--- src/rtl/nmi2ahbl_bridge.sv ---
// NMI slave to AHB-Lite master bridge: each NMI request becomes one or more single,
// non-pipelined AHB transfers and completes with a one-cycle ready pulse.
module nmi2ahbl_bridge #(
    parameter logic [31:0] ERR_RDATA = 32'hDEAD_BEEF,
    parameter logic [3:0]  HPROT_VAL = 4'b0011
) (
    input  logic        clk_i,
    input  logic        rst_n_i,
    input  logic        nmi_valid_i,
    input  logic [31:0] nmi_addr_i,
    input  logic [31:0] nmi_wdata_i,
    input  logic [3:0]  nmi_wstrb_i,
    output logic [31:0] nmi_rdata_o,
    output logic        nmi_ready_o,
    output logic [31:0] haddr_o,
    output logic [1:0]  htrans_o,
    output logic        hwrite_o,
    output logic [2:0]  hsize_o,
    output logic [2:0]  hburst_o,
    output logic [3:0]  hprot_o,
    output logic        hmastlock_o,
    output logic [31:0] hwdata_o,
    input  logic        hready_i,
    input  logic        hresp_i,
    input  logic [31:0] hrdata_i,
    output logic        bus_err_o
);

    typedef enum logic [1:0] {S_IDLE, S_ADDR, S_DATA, S_RESP} state_e;

    typedef struct packed {
        logic [3:0] lanes;
        logic [1:0] off;
        logic [2:0] size;
    } plan_t;

    state_e      state_q, state_d;
    logic [29:0] addr_q, addr_d;
    logic [31:0] wdata_q, wdata_d;
    logic        write_q, write_d;
    logic        split_q, split_d;
    logic [3:0]  mask_q, mask_d;
    logic [3:0]  lanes_q, lanes_d;
    logic [1:0]  off_q, off_d;
    logic [2:0]  size_q, size_d;
    logic        err_q, err_d;
    logic [31:0] rdata_q, rdata_d;
    plan_t       pl;
    logic        addr_lo_unused;

    assign addr_lo_unused = ^nmi_addr_i[1:0];

    // Once a strobe is non-contiguous it stays split into bytes, even if the
    // remaining lanes happen to form an aligned half.
    function automatic plan_t plan_xfer(input logic [3:0] m, input logic split);
        plan_t p;
        p = '{lanes: 4'b0001, off: 2'd0, size: 3'd0};
        if (!split && m == 4'hF)      p = '{lanes: 4'b1111, off: 2'd0, size: 3'd2};
        else if (!split && m == 4'h3) p = '{lanes: 4'b0011, off: 2'd0, size: 3'd1};
        else if (!split && m == 4'hC) p = '{lanes: 4'b1100, off: 2'd2, size: 3'd1};
        else begin
            casez (m)
                4'b???1: p = '{lanes: 4'b0001, off: 2'd0, size: 3'd0};
                4'b??10: p = '{lanes: 4'b0010, off: 2'd1, size: 3'd0};
                4'b?100: p = '{lanes: 4'b0100, off: 2'd2, size: 3'd0};
                default: p = '{lanes: 4'b1000, off: 2'd3, size: 3'd0};
            endcase
        end
        return p;
    endfunction

    always_comb begin
        state_d = state_q;
        addr_d  = addr_q;
        wdata_d = wdata_q;
        write_d = write_q;
        split_d = split_q;
        mask_d  = mask_q;
        lanes_d = lanes_q;
        off_d   = off_q;
        size_d  = size_q;
        err_d   = err_q;
        rdata_d = rdata_q;
        pl      = '0;
        case (state_q)
            S_IDLE: begin
                if (nmi_valid_i) begin
                    addr_d  = nmi_addr_i[31:2];
                    wdata_d = nmi_wdata_i;
                    write_d = |nmi_wstrb_i;
                    split_d = (|nmi_wstrb_i) && !(nmi_wstrb_i == 4'hF || nmi_wstrb_i == 4'h3 ||
                              nmi_wstrb_i == 4'hC ||
                              (nmi_wstrb_i & (nmi_wstrb_i - 4'd1)) == 4'd0);
                    mask_d  = (|nmi_wstrb_i) ? nmi_wstrb_i : 4'hF;
                    pl      = plan_xfer(mask_d, split_d);
                    lanes_d = pl.lanes;
                    off_d   = pl.off;
                    size_d  = pl.size;
                    err_d   = 1'b0;
                    state_d = S_ADDR;
                end
            end
            S_ADDR: begin
                if (hready_i) state_d = S_DATA;
            end
            S_DATA: begin
                if (hresp_i) begin
                    err_d = 1'b1;
                    if (hready_i) begin
                        mask_d  = 4'h0;
                        rdata_d = ERR_RDATA;
                        state_d = S_RESP;
                    end
                end else if (hready_i) begin
                    mask_d = mask_q & ~lanes_q;
                    if (mask_d != 4'h0) begin
                        pl      = plan_xfer(mask_d, split_q);
                        lanes_d = pl.lanes;
                        off_d   = pl.off;
                        size_d  = pl.size;
                        state_d = S_ADDR;
                    end else begin
                        rdata_d = hrdata_i;
                        state_d = S_RESP;
                    end
                end
            end
            default: begin
                err_d   = 1'b0;
                state_d = S_IDLE;
            end
        endcase
    end

    always_ff @(posedge clk_i or negedge rst_n_i) begin
        if (!rst_n_i) begin
            state_q <= S_IDLE;
            addr_q  <= '0;
            wdata_q <= '0;
            write_q <= 1'b0;
            split_q <= 1'b0;
            mask_q  <= '0;
            lanes_q <= '0;
            off_q   <= '0;
            size_q  <= '0;
            err_q   <= 1'b0;
            rdata_q <= '0;
        end else begin
            state_q <= state_d;
            addr_q  <= addr_d;
            wdata_q <= wdata_d;
            write_q <= write_d;
            split_q <= split_d;
            mask_q  <= mask_d;
            lanes_q <= lanes_d;
            off_q   <= off_d;
            size_q  <= size_d;
            err_q   <= err_d;
            rdata_q <= rdata_d;
        end
    end

    assign htrans_o    = (state_q == S_ADDR) ? 2'b10 : 2'b00;
    assign haddr_o     = {addr_q, off_q};
    assign hwrite_o    = write_q;
    assign hsize_o     = size_q;
    assign hburst_o    = 3'b000;
    assign hprot_o     = HPROT_VAL;
    assign hmastlock_o = 1'b0;
    assign hwdata_o    = (state_q == S_DATA) ? wdata_q : 32'h0;
    assign nmi_ready_o = (state_q == S_RESP);
    assign bus_err_o   = nmi_ready_o && err_q;
    assign nmi_rdata_o = nmi_ready_o ? rdata_q : 32'h0;

endmodule

--- config.mk ---
export PLATFORM = sky130hd
export DESIGN_NAME = nmi2ahbl_bridge
export DESIGN_NICKNAME = d
export VERILOG_FILES = /design/src/rtl/nmi2ahbl_bridge.sv
export SDC_FILE = /design/constraint.sdc
export NUM_CORES = 1
export LEC_CHECK = 0
export CAP_MARGIN = 25
export CORE_ASPECT_RATIO = 0.9
export CORE_MARGIN = 4
export CORE_UTILIZATION = 40
export CTS_BUF_LIST = sky130_fd_sc_hd__clkbuf_16
export DETAILED_ROUTE_END_ITERATION = 8
export PLACE_DENSITY = 0.76
export SLEW_MARGIN = 10
export SYNTH_ARGS = -nofsm -noshare
export SYNTH_HDL_FRONTEND = slang
export SYNTH_SLANG_ARGS = --single-unit
--- constraint.sdc ---
create_clock -name clk_i -period 2.1 [get_ports clk_i]
set_input_delay 0.63 -clock clk_i [delete_from_list [all_inputs] [get_ports clk_i]]
set_output_delay 0.63 -clock clk_i [all_outputs]
set_load 0.005 [all_outputs]
# After elaboration in Yosys (flattened, before gate mapping)
# Cells that the tools add are included.
[word_totals] elab_cells=110 reg_bits=112 memories=0 inputBits=105 latch_bits=0 romBits=0 output_inout_bits=112 ram_bits=0
[classes] mul=0 n_eq_ne=23 n_mux=46 shift=0 n_reduce_logical=25 order_cmp=0 add_sub_neg=1 n_div=0 bitwise=4
[op_table] operator="$mux 32" n=6
[op_table] operator="$mux 9" n=6
[op_table] operator="$pmux 9 s3" n=2
[op_table] operator="$mux 4" n=9
[op_table] operator="$eq 4x4->1 const B" n=6
[op_table] operator="$mux 2" n=11
[op_table] operator="$pmux 4 s2" n=2
[op_table] operator="$ne 2x2->1 const B" n=7
[op_table] operator="$eq 4x2->1 const B" n=3
[op_table] operator="$mux 3" n=4
[op_table] operator="$reduce_and 3->1" n=4
[op_table] operator="$and 4x4->4" n=2
[op_table] operator="$eq 2x2->1 const B" n=4
[op_table] operator="$logic_and 1x1->1" n=8
[op_table] operator="$eq 3x3->1 const B" n=2
[op_table] operator="$pmux 2 s3" n=1
[op_table] operator="$pmux 3 s2" n=1
[op_table] operator="$reduce_and 5->1" n=1
[op_table] operator="$logic_not 4->1" n=1
[op_table] operator="$not 4->4" n=1
[op_table] operator="$pmux 2 s2" n=1
[op_table] operator="$reduce_bool 4->1" n=1
[op_table] operator="$reduce_or 4->1" n=1
[op_table] operator="$sub 4x1->4 const B" n=1
[op_table] operator="9 further kinds" n=14

# Longest topological paths before layout
[depth] word_depth=13 mapped_depth=8 depth_no_buf=5

# Worst setup path after synthesis
# OpenSTA, ideal clock, no wires.
[synth_path] kind="reg-to-output" start="register state_q[0]" end="output port hwdata_o[10]" path_buffers=3 slack_ns=0.277 t_required_ns=1.470 arrival_ns=1.193 stages_incl_launch_ff=6 cell_sequence="dfrtp_1 clkbuf_1 nor2b_1 clkbuf_1 clkbuf_1 and2_1"
[synth_via] elab_chain_cells=2
[synth_lines] element="start: declaration" line_no="37" source="state_e state_q, state_d;"
[synth_lines] element="start signal: assignment" line_no="149" source="state_q <= state_d;"
[synth_lines] element="$eq 2x2->1" line_no="170" source="assign hwdata_o = (state_q == S_DATA) ? wdata_q : 32'h0;"
[synth_lines] element="$mux 32" line_no="170"
[synth_lines] element="end: declaration" line_no="22" source="output logic [31:0] hwdata_o,"
# No other way between the ends.

# Final worst setup path
[layout_path] start="register state_q[0]" end="output port nmi_rdata_o[5]"
[layout_via] elab_chain_cells=2
[layout_lines] element="$eq 2x2->1" line_no="171" source="assign nmi_ready_o = (state_q == S_RESP);"
[layout_lines] element="$mux 32" line_no="173" source="assign nmi_rdata_o = nmi_ready_o ? rdata_q : 32'h0;"
[layout_lines] element="end: declaration" line_no="13" source="output logic [31:0] nmi_rdata_o,"
# No other way between the ends.

==> out/metrics.yaml <==
outcome:
  status: "finished, violations left"
  violations: "setup timing"
floorplan:
  num_rows: 39
  die_x_um: 129
  dieArea_mm2: 0.0150
  ios: 217
  die_y_um: 117
  coreArea_mm2: 0.0128
  initial_utilization: 0.411
clock_tree:
  cts_tree: "done"
  clkLatencyLatePin_ps: 350
  cts_buffers: 9
  clock-sinks: 111
  path_clk_slew_ps: 70
  htree_levels: 3
  root_buffer: "clkbuf_16"
  cts_buffer_depth: 2
timing:
  report.final.slew_viol_count: 0
  fmax_mhz: 438
  period_share: 1.09
  fin_crit_ps: 2290
  rsz0062_at_grt: "true"
  setup_viol: 20
  setup_ws_ps: -185
  skew_ps: 5.08
  hold_viol: 0
synthesis:
  synth_ff_type: "dfrtp_1"
  synthMostInstantiatedCell: "dfrtp_1"
  syn_inst: 483
  synthTopCellsByCount: "111 x dfrtp_1, 62 x mux2_2, 57 x nor2_1, 34 x and3_1, 33 x and2_1"
  syn_area_per_cell_um2: 10.9
  synth_top_area_share: 0.529
  yosys_register_bits: 111
  yosysTopAreaCell: "dfrtp_1"
  ys_seq_area_frac: 0.529
  async_flop_share: 1.00
  yosys-top-cells-area: "dfrtp_1 53%, mux2_2 13%, nor2_1 4.1%"
  yosys_warnings: 0
  synth_cell_type_count: 48
  synth_area_mm2: 0.00525
  synth-edff-count: 0
detailed_routing:
  finalWirelength_um: 15100
  via_per_inst: 5.04
  drc: 0
  vias: 4368
  wl_per_cell_um: 17.4
  firstDrtPassIters: 5
  ant_nets: 0
  drt_iter0_markers: 259
setup_path:
  timing_worst_setup_path_type: "reg -> out"
  cp_num_buf_inv: 2
  worstPathMaxFanout: 38
  arrival_ps: 1660
  r2r_cells: 8
  start_kind: "flip-flop"
  slowest_stage: "clkdlybuf4s50_1"
  r2r-start: "state_q[1]$_DFFE_PN0P_"
  crit_chain: "buf_12, and3_1, clkdlybuf4s50_1"
  worst-r2r-setup-slack_ps: 180
  critical_path.top_delay_family: "buffers and inverters"
  required_ps: 1470
  cp-end-kind: "output port"
  r2r_end: "rdata_q[24]$_DFFE_PN0P_"
  cpPeakStageDelay_ps: 510
grt:
  grt-ovfl-total: 0
  grt_usage: 0.200
  grt_max_degree: 65
  grt_pass1_wl_um: 23600
  grt_pass1_vias: 4661
  grt_antenna_before_repair: 0
hold_path:
  hold_path_class: "in -> async"
cells_and_area:
  syn2layout_area_growth_pct: 50.9
  antenna_cells: 0
  multi_input_area_mm2: 0.00223
  nFillCells: 1048
  seqCellArea_mm2: 0.00278
  final_nets: 803
  design_area_mm2: 0.00793
  layoutNonFillerInstCount: 866
  drive_gt1_frac: 0.275
flow_run:
  maxCapViolations: 0
placement:
  numPlacedInstances: 838
  dp_hpwl_um: 10700
  place_congestion: 0.850
  dpl_cell_area_mm2: 0.00754
  io_buffer_count: 204
pwr:
  p_comb_frac: 0.469
  p_seq_frac: 0.373
  p_switching_mw: 3.28
  power_leakage_nw: 3.58
  clkPwrFrac: 0.159
  swShare: 0.326
  vdd_ir_drop_max_v: 0.000719
  power_density_mw_per_mm2: 1270
  internal_power_mw: 6.79
metrics by stage:
stage                     hold WS (ps)  total power, mW  setup WS, ps  setup TNS (ps)  utilization
after global routing               201             10.8          -244           -3320        0.620
after floorplan                    334             5.92           277               0            -
after detailed placement           472             8.24         -77.5           -4090        0.590
final                              188             10.1          -185           -1450        0.620
after CTS                          182             10.0          -266           -5820        0.617
after global placement             466             8.00         -70.0           -3060        0.590
layer usage:
layer | global-route usage | up-vias | part of all wire
met2 | 0.350 | 147 | 0.53
met1 | 0.222 | 2134 | 0.37
met4 | 0.0686 | 0 | 0.026
met5 | 0 | - | 0
met3 | 0.0791 | 35 | 0.079
li1 | - | 2052 | -
layout make-up:
cell class,count,area share
multi-input cells,322,0.281
clock inverters,6,0.00568
inverters,11,0.00521
repair buffers,243,0.303
well taps,164,0.0259
clock buffers,9,0.0284
flip-flops and latches,111,0.351
timing repair:
| item | in CTS | in global routing |
|---|---|---|
| endpoints found under the setup margin | 67 | 67 |
| gates resized for setup | 167 | 84 |
| cloned | 3 | 2 |
| setup buffers | 7 | 6 |
| hold buffers | 0 | 0 |
| pin swaps | 6 | 7 |
worst max path at each step:
stage | cells after the start | slack, ps | to | startpoint
6_report | 3 | -190 | nmi_rdata_o[5] | state_q[0]$_DFFE_PN0P_
5_1_grt | 3 | -240 | nmi_rdata_o[5] | state_q[0]$_DFFE_PN0P_
4_1_cts | 7 | -270 | hwdata_o[8] | state_q[0]$_DFFE_PN0P_
3_3_place_gp | 6 | -70 | hsize_o[0]$_DFFE_PN0P_ | nmi_valid_i
2_1_floorplan | 5 | 280 | hwdata_o[10] | state_q[0]$_DFFE_PN0P_
3_5_place_dp | 6 | -80 | hsize_o[0]$_DFFE_PN0P_ | nmi_valid_i
logic make-up after synthesis:
family | Yosys count | synth area share
and+or+nand+nor | 172 | 0.179
DFF | 111 | 0.529
AOI/OAI and AO/OA | 76 | 0.0893
muxes | 63 | 0.135
buffers and inverters | 58 | 0.0646
other | 2 | 0.00143
xor gates and xnor gates | 1 | 0.00167
cell usage in the layout (no fill, tap or decap), types with 15 or more instances in the layout:
master	instances
a21oi_1	32
and2_1	17
and2_4	16
and3_1	34
buf_4	19
buf_6	19
clkbuf_2	22
clkdlybuf4s50_1	141
dfrtp_1	110
mux2_2	62
nor2_1	57
o21ai_0	15
state kept, by name, summed over array words and instances (netlist names), 2 cells and up:
| name | cells |
|---|---|
| addr_q | 30 |
| hsize_o | 2 |
| lanes_q | 4 |
| mask_q | 4 |
| off_q | 2 |
| rdata_q | 32 |
| state_q | 2 |
| wdata_q | 32 |
power groups by stage:
stage          clock network, mW  registers (mW)  logic (mW)
6_report                    1.60            3.75        4.72
5_1_grt                     1.74            3.89        5.14
4_1_cts                     1.65            3.75        4.63
3_5_place_dp                   0            3.78        4.46
3_3_place_gp                   0            3.68        4.32
2_1_floorplan                  0            3.65        2.27
No activity file was read; power rests on OpenSTA's default activity.
